==> config.mk <==
export PLATFORM = sky130hd
export DESIGN_NAME = gpc_seq_ctrl
export DESIGN_NICKNAME = d
export VERILOG_FILES = /design/src/rtl/gpc_seq_ctrl.sv
export SDC_FILE = /design/constraint.sdc
export NUM_CORES = 1
export LEC_CHECK = 0
export CORE_MARGIN = 3
export CORE_UTILIZATION = 45
export DETAILED_ROUTE_END_ITERATION = 7
export HOLD_SLACK_MARGIN = 0.1
export PLACE_DENSITY = 0.8
export SETUP_SLACK_MARGIN = 0.2
export SLEW_MARGIN = 10
export SYNTH_ARGS = -nofsm -noshare
export SYNTH_HDL_FRONTEND = slang
export SYNTH_SLANG_ARGS = --single-unit
export TNS_END_PERCENT = 5
==> constraint.sdc <==
create_clock -name clk -period 1.7 [get_ports clk]
set_clock_uncertainty 0.2 [all_clocks]
set_input_delay 0.34 -clock clk [delete_from_list [all_inputs] [get_ports clk]]
set_output_delay 0.34 -clock clk [all_outputs]
set_load 0.005 [all_outputs]
==> src/rtl/gpc_seq_ctrl.sv <==
// gpc_seq_ctrl
// Multi-cycle sequencer for the GPC RV32 core. Walks each instruction through
// fetch, decode, optional data-memory access and write-back, produces the
// IR/PC/register-file strobes, counts retired instructions and traps on
// ECALL/EBREAK, unsupported opcodes and memory handshake timeouts.
//
// Ports:
//   clk, rstn            clock and synchronous active-low reset
//   imem_req             instruction fetch request (FETCH)
//   imem_gnt/rvalid      fetch accept / fetch data valid
//   ir_we                instruction register load (FWAIT with imem_rvalid)
//   opcode               inst[6:0] from the instruction register
//   dmem_req, dmem_we    data access request, 1 = store (MEM)
//   dmem_gnt/rvalid      data accept / load data valid
//   pc_we, rf_we         PC and register-file write strobes (WB)
//   halt, illegal        sticky trap flags
//   bus_err              sticky memory-timeout flag
//   instret              retired instruction count
//   state                current FSM state for debug
module gpc_seq_ctrl #(
    parameter int WIDTH   = 32,
    parameter int TIMEOUT = 16
) (
    input  logic             clk,
    input  logic             rstn,
    output logic             imem_req,
    input  logic             imem_gnt,
    input  logic             imem_rvalid,
    output logic             ir_we,
    input  logic [6:0]       opcode,
    output logic             dmem_req,
    output logic             dmem_we,
    input  logic             dmem_gnt,
    input  logic             dmem_rvalid,
    output logic             pc_we,
    output logic             rf_we,
    output logic             halt,
    output logic             illegal,
    output logic             bus_err,
    output logic [WIDTH-1:0] instret,
    output logic [3:0]       state
);

    typedef enum logic [3:0] {
        S_IDLE   = 4'd0,
        S_FETCH  = 4'd1,
        S_FWAIT  = 4'd2,
        S_DECODE = 4'd3,
        S_EXEC   = 4'd4,
        S_MEM    = 4'd5,
        S_MWAIT  = 4'd6,
        S_WB     = 4'd7,
        S_HALT   = 4'd8,
        S_ERR    = 4'd9
    } state_t;

    localparam logic [6:0] OP_OP     = 7'b0110011;
    localparam logic [6:0] OP_IMM    = 7'b0010011;
    localparam logic [6:0] OP_LOAD   = 7'b0000011;
    localparam logic [6:0] OP_JALR   = 7'b1100111;
    localparam logic [6:0] OP_STORE  = 7'b0100011;
    localparam logic [6:0] OP_BRANCH = 7'b1100011;
    localparam logic [6:0] OP_LUI    = 7'b0110111;
    localparam logic [6:0] OP_AUIPC  = 7'b0010111;
    localparam logic [6:0] OP_JAL    = 7'b1101111;
    localparam logic [6:0] OP_SYSTEM = 7'b1110011;

    // The wait counter only has to reach TIMEOUT-1, so size it for that.
    localparam int              CNT_W    = (TIMEOUT > 2) ? $clog2(TIMEOUT) : 1;
    localparam int              LAST_I   = (TIMEOUT > 0) ? TIMEOUT - 1 : 0;
    localparam logic [CNT_W-1:0] CNT_LAST = CNT_W'(LAST_I);
    localparam bit              TMO_EN   = (TIMEOUT != 0);

    state_t           cur;
    logic [CNT_W-1:0] tmo_cnt;
    logic             expired;
    logic             is_legal;
    logic             is_store;
    logic             is_load;
    logic             no_rf_write;

    // Expiry only matters when the awaited event is absent; the FSM checks
    // the event first so an event in the expiry cycle still wins.
    assign expired     = TMO_EN && (tmo_cnt == CNT_LAST);
    assign is_store    = (opcode == OP_STORE);
    assign is_load     = (opcode == OP_LOAD);
    assign no_rf_write = (opcode == OP_STORE) || (opcode == OP_BRANCH);

    // Opcodes the datapath can execute; SYSTEM is handled separately.
    always_comb begin
        is_legal = 1'b0;
        case (opcode)
            OP_OP, OP_IMM, OP_LOAD, OP_JALR, OP_STORE,
            OP_BRANCH, OP_LUI, OP_AUIPC, OP_JAL: is_legal = 1'b1;
            default:                             is_legal = 1'b0;
        endcase
    end

    // Strobes decode the state register; ir_we additionally follows
    // imem_rvalid so the IR captures data in the cycle it is valid.
    assign state    = cur;
    assign imem_req = (cur == S_FETCH);
    assign ir_we    = (cur == S_FWAIT) && imem_rvalid;
    assign dmem_req = (cur == S_MEM);
    assign dmem_we  = (cur == S_MEM) && is_store;
    assign pc_we    = (cur == S_WB);
    assign rf_we    = (cur == S_WB) && !no_rf_write;

    // Sequencer, wait-state counter, sticky flags and retire counter.
    // Every transition into a wait state clears the counter; staying in a
    // wait state without the event advances it.
    always_ff @(posedge clk) begin
        if (!rstn) begin
            cur     <= S_IDLE;
            tmo_cnt <= '0;
            instret <= '0;
            halt    <= 1'b0;
            illegal <= 1'b0;
            bus_err <= 1'b0;
        end else begin
            case (cur)
                S_IDLE: begin
                    cur     <= S_FETCH;
                    tmo_cnt <= '0;
                end
                S_FETCH: begin
                    if (imem_gnt) begin
                        cur     <= S_FWAIT;
                        tmo_cnt <= '0;
                    end else if (expired) begin
                        cur     <= S_ERR;
                        bus_err <= 1'b1;
                    end else begin
                        tmo_cnt <= tmo_cnt + CNT_W'(1);
                    end
                end
                S_FWAIT: begin
                    if (imem_rvalid) begin
                        cur <= S_DECODE;
                    end else if (expired) begin
                        cur     <= S_ERR;
                        bus_err <= 1'b1;
                    end else begin
                        tmo_cnt <= tmo_cnt + CNT_W'(1);
                    end
                end
                S_DECODE: begin
                    if (opcode == OP_SYSTEM) begin
                        cur  <= S_HALT;
                        halt <= 1'b1;
                    end else if (!is_legal) begin
                        cur     <= S_ERR;
                        illegal <= 1'b1;
                    end else if (is_load || is_store) begin
                        cur     <= S_MEM;
                        tmo_cnt <= '0;
                    end else begin
                        cur <= S_EXEC;
                    end
                end
                S_EXEC: begin
                    cur <= S_WB;
                end
                S_MEM: begin
                    if (dmem_gnt) begin
                        cur     <= is_store ? S_WB : S_MWAIT;
                        tmo_cnt <= '0;
                    end else if (expired) begin
                        cur     <= S_ERR;
                        bus_err <= 1'b1;
                    end else begin
                        tmo_cnt <= tmo_cnt + CNT_W'(1);
                    end
                end
                S_MWAIT: begin
                    if (dmem_rvalid) begin
                        cur <= S_WB;
                    end else if (expired) begin
                        cur     <= S_ERR;
                        bus_err <= 1'b1;
                    end else begin
                        tmo_cnt <= tmo_cnt + CNT_W'(1);
                    end
                end
                S_WB: begin
                    cur     <= S_FETCH;
                    tmo_cnt <= '0;
                    instret <= instret + WIDTH'(1);
                end
                S_HALT:  cur <= S_HALT;
                S_ERR:   cur <= S_ERR;
                default: cur <= S_IDLE;
            endcase
        end
    end

endmodule

==> results of run 1 <==
-- critical path, cell delays in order (launching register included) --
cell and delay (ns):
dfxtp_4 0.39, and4b_1 0.25, buf_6 0.11, buf_6 0.11, nand4_4 0.18, buf_6 0.21, nor3_2 0.13, xor2_1 0.18
and2_1 0.15
-- area by class of cell --
cell class	instances	area (um^2)	share of cell area [%]
multi-input combinational	208	1732	43.02
clock buffer	6	82.58	2.052
clock inverter	2	35.03	0.8704
sequential	43	902.1	22.41
timing repair buffer	141	1145	28.44
inverter	11	41.29	1.026
tap	70	87.58	2.176
-- placed cells by master, fill, tap and decap left out, types with 3 or more instances in the layout --
cell,n
nand2b_1,3
o21a_1,6
dlygate4sd2_1,23
o22ai_1,3
and3_1,3
buf_6,15
nand2b_4,5
clkbuf_8,6
dfxtp_2,21
dfxtp_1,18
nor2_1,7
nor3_1,4
clkdlybuf4s15_2,3
nand4_1,4
clkbuf_2,10
o21ai_0,11
dfxtp_4,4
nand2_1,16
clkdlybuf4s50_1,5
and4_1,5
xor2_1,17
nand3_1,7
xnor2_1,8
and2_1,26
or3_4,3
nor3_2,8
inv_1,11
buf_4,69
nor4_1,3
or3_1,3
nor2b_1,7
a21oi_1,3
buf_2,11
-- report_power, final --
part / switching [mW] / internal, mW / total, mW
Combinational: 0.507 / 0.595 / 1.10
Clock: 0.343 / 0.475 / 0.818
Sequential: 0.0601 / 1.07 / 1.13
Total: 0.909 / 2.14 / 3.05
-- cell usage after synthesis (3+ instances only) --
| master | count |
|---|---|
| a21boi_1 | 4 |
| a21oi_1 | 5 |
| and2_1 | 27 |
| and3_1 | 3 |
| and4_1 | 6 |
| buf_2 | 4 |
| buf_4 | 3 |
| buf_6 | 3 |
| clkbuf_1 | 4 |
| dfxtp_1 | 43 |
| inv_1 | 11 |
| nand2_1 | 16 |
| nand2b_1 | 8 |
| nand3_1 | 8 |
| nand4_1 | 4 |
| nor2_1 | 8 |
| nor2b_1 | 8 |
| nor3_1 | 8 |
| nor3_2 | 6 |
| nor4_1 | 4 |
| nor4_2 | 3 |
| o21a_1 | 6 |
| o21ai_0 | 11 |
| o22ai_1 | 4 |
| or3_1 | 6 |
| xnor2_1 | 8 |
| xor2_1 | 17 |
-- stage by stage --
step,cells,total power [mW]
floorplan,277,1.626
detailed placement,463,2.008
finish,481,3.048
CTS,481,3.011
global route,481,3.182
global placement,463,1.986
-- routing by layer --
metal | GRT usage, % | up-vias | part of all wire [%]
met1 | 28.04 | 1233 | 40
met4 | 7.770 | 0 | 1.3
li1 | - | 1263 | -
met5 | 0 | - | 0
met2 | 45.28 | 83 | 53
met3 | 3.924 | 11 | 5.5
-- flip-flops by register name, indices dropped and copies added (netlist names) --
register,count
instret,32
state,4
tmo_cnt,4
bus_err,1
halt,1
illegal,1
-- timing repair --
action	in CTS	in global routing
buffers inserted	10	0
gates resized for setup	168	30
endpoints found under the setup margin	88	73
pin swaps	26	10
-- path summary, 6_finish.rpt --
| kind | startpoint | end | slack, ns |
|---|---|---|---|
| worst max-delay path | state[1]$_SDFF_PN0_ | instret[12]$_SDFFE_PN0P_ | -0.26 |
| worst min-delay path | bus_err$_SDFFE_PN0P_ | bus_err$_SDFFE_PN0P_ | 0.27 |
| worst max register to register | state[1]$_SDFF_PN0_ | instret[12]$_SDFFE_PN0P_ | -0.26 |
| worst min register to register | bus_err$_SDFFE_PN0P_ | bus_err$_SDFFE_PN0P_ | 0.27 |
-- kinds of logic after synthesis --
family,Yosys count
buf+inv,26
fa+ha+maj,2
xor+xnor,25
simple gates,129
mux,2
flops,43
compound gates,50
==> results.md, run 1 <==
* Via count at roughly 2,600
* DP HPWL at roughly 5 mm
* Total track usage at about a quarter
* Final design area excluding fillers at 4025 um^2
* Drt first pass iters at 6
* Slew headroom at 76.80%
* Ant. Diodes at 0
* Total negative slack at -6.710 ns
* Crit path DAT at 2.00 ns
* DRT Wirelength at between 7 and 8 mm
* DRC Markers at 0
* Worst R2R Path Depth at 8
* Number of global-route vias before repair at 2,681
* Avg Cell Area, Syn at 9.038 um^2
* Initial core utilization at 47.80%
* EDFF count, synth at 0
* Failing checks: setup timing
* Largest net degree at the start of global routing at 25
* First-pass GRT wire length at 12.48 mm
* Skew-Pair Late Insertion Delay at 0.30 ns
* Filler cell count at roughly 350
* Initial DRC count at 213
* Final setup vio count at 41
* Port bufs at 57
* Main combinational cell family by area after synthesis: simple AND/OR/NAND/NOR gates
* Fmax at just over 500 MHz
* XOR/XNOR Fraction of Synth Area at 8.746%
* Post-Synthesis Cells at 277
* Remaining antenna violation count at 0
* Fin util at 76.85%
* Post-Syn Area at 2504 um^2
* Tmin final at 1.962 ns
* Final period utilization at 115.4%
* Net Count, Synth at 292
* Register area share after synthesis at between 30% and 40%
* Die H at between 80 and 90 um
* Post-DP Area at ~3600 um^2
* Rows at 26
* Clock Tree Buf Depth at 2
* Worst-margin pin slew at 0.3472 ns
* Die ar. at about 6500 um^2
* CTS tree: yes
* Initial antenna violation count at 0
* GRT overflow at 0
* RSZ-0062 raised after global routing: yes
* Max Fanout on Critical Path at 8
* PwrDens at about 760 nW/um^2
* Top cells by area, synth: dfxtp_1 (34%), and2_1 (6.7%), xor2_1 (5.9%)
* Clock sinks at 43
* Post-synthesis mux area share at 0.7996%
* Post-Synth Adder-Cell Area at 0.9995%
* Placer Congestion at 0.8671
* P_leak at approximately 1.9 nW
* H-tree level count at 2
* Clk slew on worst S/H paths at 0.08 ns
* Status: finished, violations left
* Synth warn at 0
* Drt wl/cell at 15.59 um
* Via density at about 5.4
* Die X at 80.59 um
* Pre-CTS setup slack at -0.7005 ns
* Yosys reg bits at 43
* Boundary Pins at 58
* CORE AREA at 5238 um^2
* Ys flop type: dfxtp_1
* Share of the synthesized area in the top cell type at 34.38%
* CTS root buffer: clkbuf_8
* Number of hold violations in the final report at 0
* Nets at 425
* Critical Path RT at 1.73 ns
* Final Slew Violations at 0
* Area Growth Syn to Fin at 60.77%
* Final setup margin at -0.2620 ns
* Synth cell types at 56
* Maxcap violations at 0
* Layout cells sized above 1 at a little under half
* Compound-Gate Fraction of Synth Area at ~15%
* Yosys top cell by area: dfxtp_1
* Startpoint types: register
* CTS Buf Count at 5
* Hold Path Class: reg -> reg
* Async set-or-reset flop fraction in the synthesized netlist at 0%
* Hold-fix buffers, CTS at 0
* Kind of critical path: reg -> reg
* Critical path endpoint category: register
* Simple-gate portion of the synthesized area at 34.43%
* Worst VDD drop at 0.0006675 V
* Hold Slack at 0.2722 ns
* Hold path cells at 1
(Power assumes the default switching activity.)
==> run 2, diff against run 1 <==
Settings changed: CORE_UTILIZATION 45 to 47, CTS_BUF_LIST from default to sky130_fd_sc_hd__clkbuf_2 sky130_fd_sc_hd__clkbuf_4 sky130_fd_sc_hd__clkbuf_8, GPL_ROUTABILITY_DRIVEN from default to 0, PLACE_DENSITY 0.8 to 0.83.
==> run 2 against run 1 <==
Compared with the run above: the run still ends with setup timing left; core utilization increased by 4.9 points; sequential power about the same; clock power is essentially flat; worst setup slack lost 0.043 ns; critical endpoint is now tmo_cnt[2]$_SDFFE_PN0P_.
==> results.md, run 2 (synthesis results as in run 1) <==
* Status: finished, violations left
* Failing checks: setup timing
* Commonest non-fill, non-tap cells in the layout: buf_4 (67), dfxtp_2 (30), and2_1 (27)
* Ant. Diodes at 0
* Port bufs at 57
* RSZ-0062 raised after global routing: yes
* Final period utilization at 118.0%
* Largest net degree at the start of global routing at 37
* PwrDens at ~750 nW/um^2
* Number of flip-flops in the largest register at 32
* Initial core utilization at around half
* Clk slew on worst S/H paths at 0.09 ns
* H-tree level count at 2
* Final setup margin at -0.3052 ns
* Nets at 424
* Post-route insts no fill at 477
* Kind of critical path: reg -> reg
* Hold Path Class: reg -> reg
* Die ar. at 6239 um^2
* Drt first pass iters at 4
* Maxcap violations at 0
* Die H at 78.99 um
* Via density at 5.627
* Critical Path RT at between 1.5 and 2 ns
* Via count at roughly 2,700
* Max Fanout on Critical Path at 5
* Clock Tree Buf Depth at 2
* Largest delay share family, worst path: compound AO/OA/AOI/OAI gates
* Die X at 78.99 um
* DRT Wirelength at 8.434 mm
* Remaining antenna violation count at 0
* Final setup vio count at 44
* Number of hold violations in the final report at 0
* P_leak at 1.963 nW
* Initial antenna violation count at 0
* Filler cell count at around 300
* Crit-path cells: buf_12 -> buf_6 -> nor2b_4 -> o21ba_4 -> o31ai_4 -> nor2_1 -> a311o_1
* Worst-margin pin slew at 0.3881 ns
* Layout cells sized above 1 at 50.24%
* Critical path endpoint category: register
* Final Slew Violations at 0
* CORE AREA at 4942 um^2
* Tmin final at 2.005 ns
* Number of global-route vias before repair at 2,616
* Startpoint types: register
* CP Buf/Inv Count at 2
* Hold-fix buffers, CTS at 0
* Worst-path cell with the longest stage delay: dfxtp_4
* GRT overflow at 0
* First-pass GRT wire length at 12.01 mm
* Boundary Pins at 58
* Area Growth Syn to Fin at 61.37%
* CTS root buffer: clkbuf_8
* Clock sinks at 43
* Worst VDD drop at around 0.00063 V
* Rows at 25
* Dpl cells at about 460
* Initial DRC count at ~160
* Skew-Pair Late Insertion Delay at approximately 0.31 ns
* DP HPWL at 4.930 mm
* CTS tree: yes
* CTS Buf Count at 5
* Drt wl/cell at approximately 18 um
* Fmax at 498.7 MHz
* Total track usage at 24.22%
* DRC Markers at 0
* Fin util at slightly above 80%
* Crit path DAT at approximately 2 ns
* Hold Slack at roughly 0.27 ns
* Slew headroom at about three quarters
* Crit path largest cell delay at 0.37 ns
* Biggest register: instret
* Commonest non-fill, non-tap cell in the layout: buf_4
-- run 2: layout make-up --
cell class,instances,area [um^2],area share (%)
multi-input cells,209,1762,43.60
repair buffers,139,1131,28.00
flip-flops and latches,43,909.6,22.51
well taps,67,83.83,2.075
clock buffers,5,68.82,1.703
clock inverters,3,43.79,1.084
inverters,11,41.29,1.022
-- run 2: report_power, final --
group / leakage [nW] / internal, mW / total [mW] / switching [mW]
Sequential: 0.364 / 1.07 / 1.13 / 0.0574
Combinational: 1.54 / 0.602 / 1.09 / 0.490
Clock: 0.0581 / 0.438 / 0.816 / 0.378
-- run 2: final timing paths --
kind | from | to | slack, ns | cells past startpoint
max | state[1]$_SDFF_PN0_ | tmo_cnt[2]$_SDFFE_PN0P_ | -0.31 | 7
min | halt$_SDFFE_PN0P_ | halt$_SDFFE_PN0P_ | 0.27 | 1
min reg2reg | halt$_SDFFE_PN0P_ | halt$_SDFFE_PN0P_ | 0.27 | 1
max reg2reg | state[1]$_SDFF_PN0_ | tmo_cnt[2]$_SDFFE_PN0P_ | -0.31 | 7
-- run 2: through the flow --
stage	area, um^2	total power [mW]	setup slack [ns]	setup TNS (ns)
finish	4040	3.037	-0.3052	-5.351
global route	4040	3.159	-0.3604	-8.441
CTS	3881	2.902	-0.2688	-4.882
detailed placement	3656	1.988	-0.6698	-11.58
global placement	3656	1.963	-0.6737	-10.55
floorplan	2539	1.626	-0.08922	-1.219
-- run 2: what timing repair did --
action,4_1_cts,5_1_grt
hold endpoints to repair,0,0
setup buffers,4,6
cloned,0,1
gates resized for setup,179,42
setup endpoints to repair,88,64
pin swaps,12,25
-- run 2: metal layers --
metal | global-route usage [%] | wire (um)
met1 | 26.34 | 3233
met3 | 4.762 | 458
met2 | 44.95 | 4462
met5 | 0 | 0
met4 | 10.82 | 280
==> run 3, diff against run 2 <==
Settings changed: CORE_UTILIZATION 47 to 45, CTS_BUF_LIST sky130_fd_sc_hd__clkbuf_2 sky130_fd_sc_hd__clkbuf_4 sky130_fd_sc_hd__clkbuf_8 to default, PLACE_DENSITY 0.83 to 0.8.
==> results of run 3 <==
Final layout, timing and power as in run 1 (identical DEF).
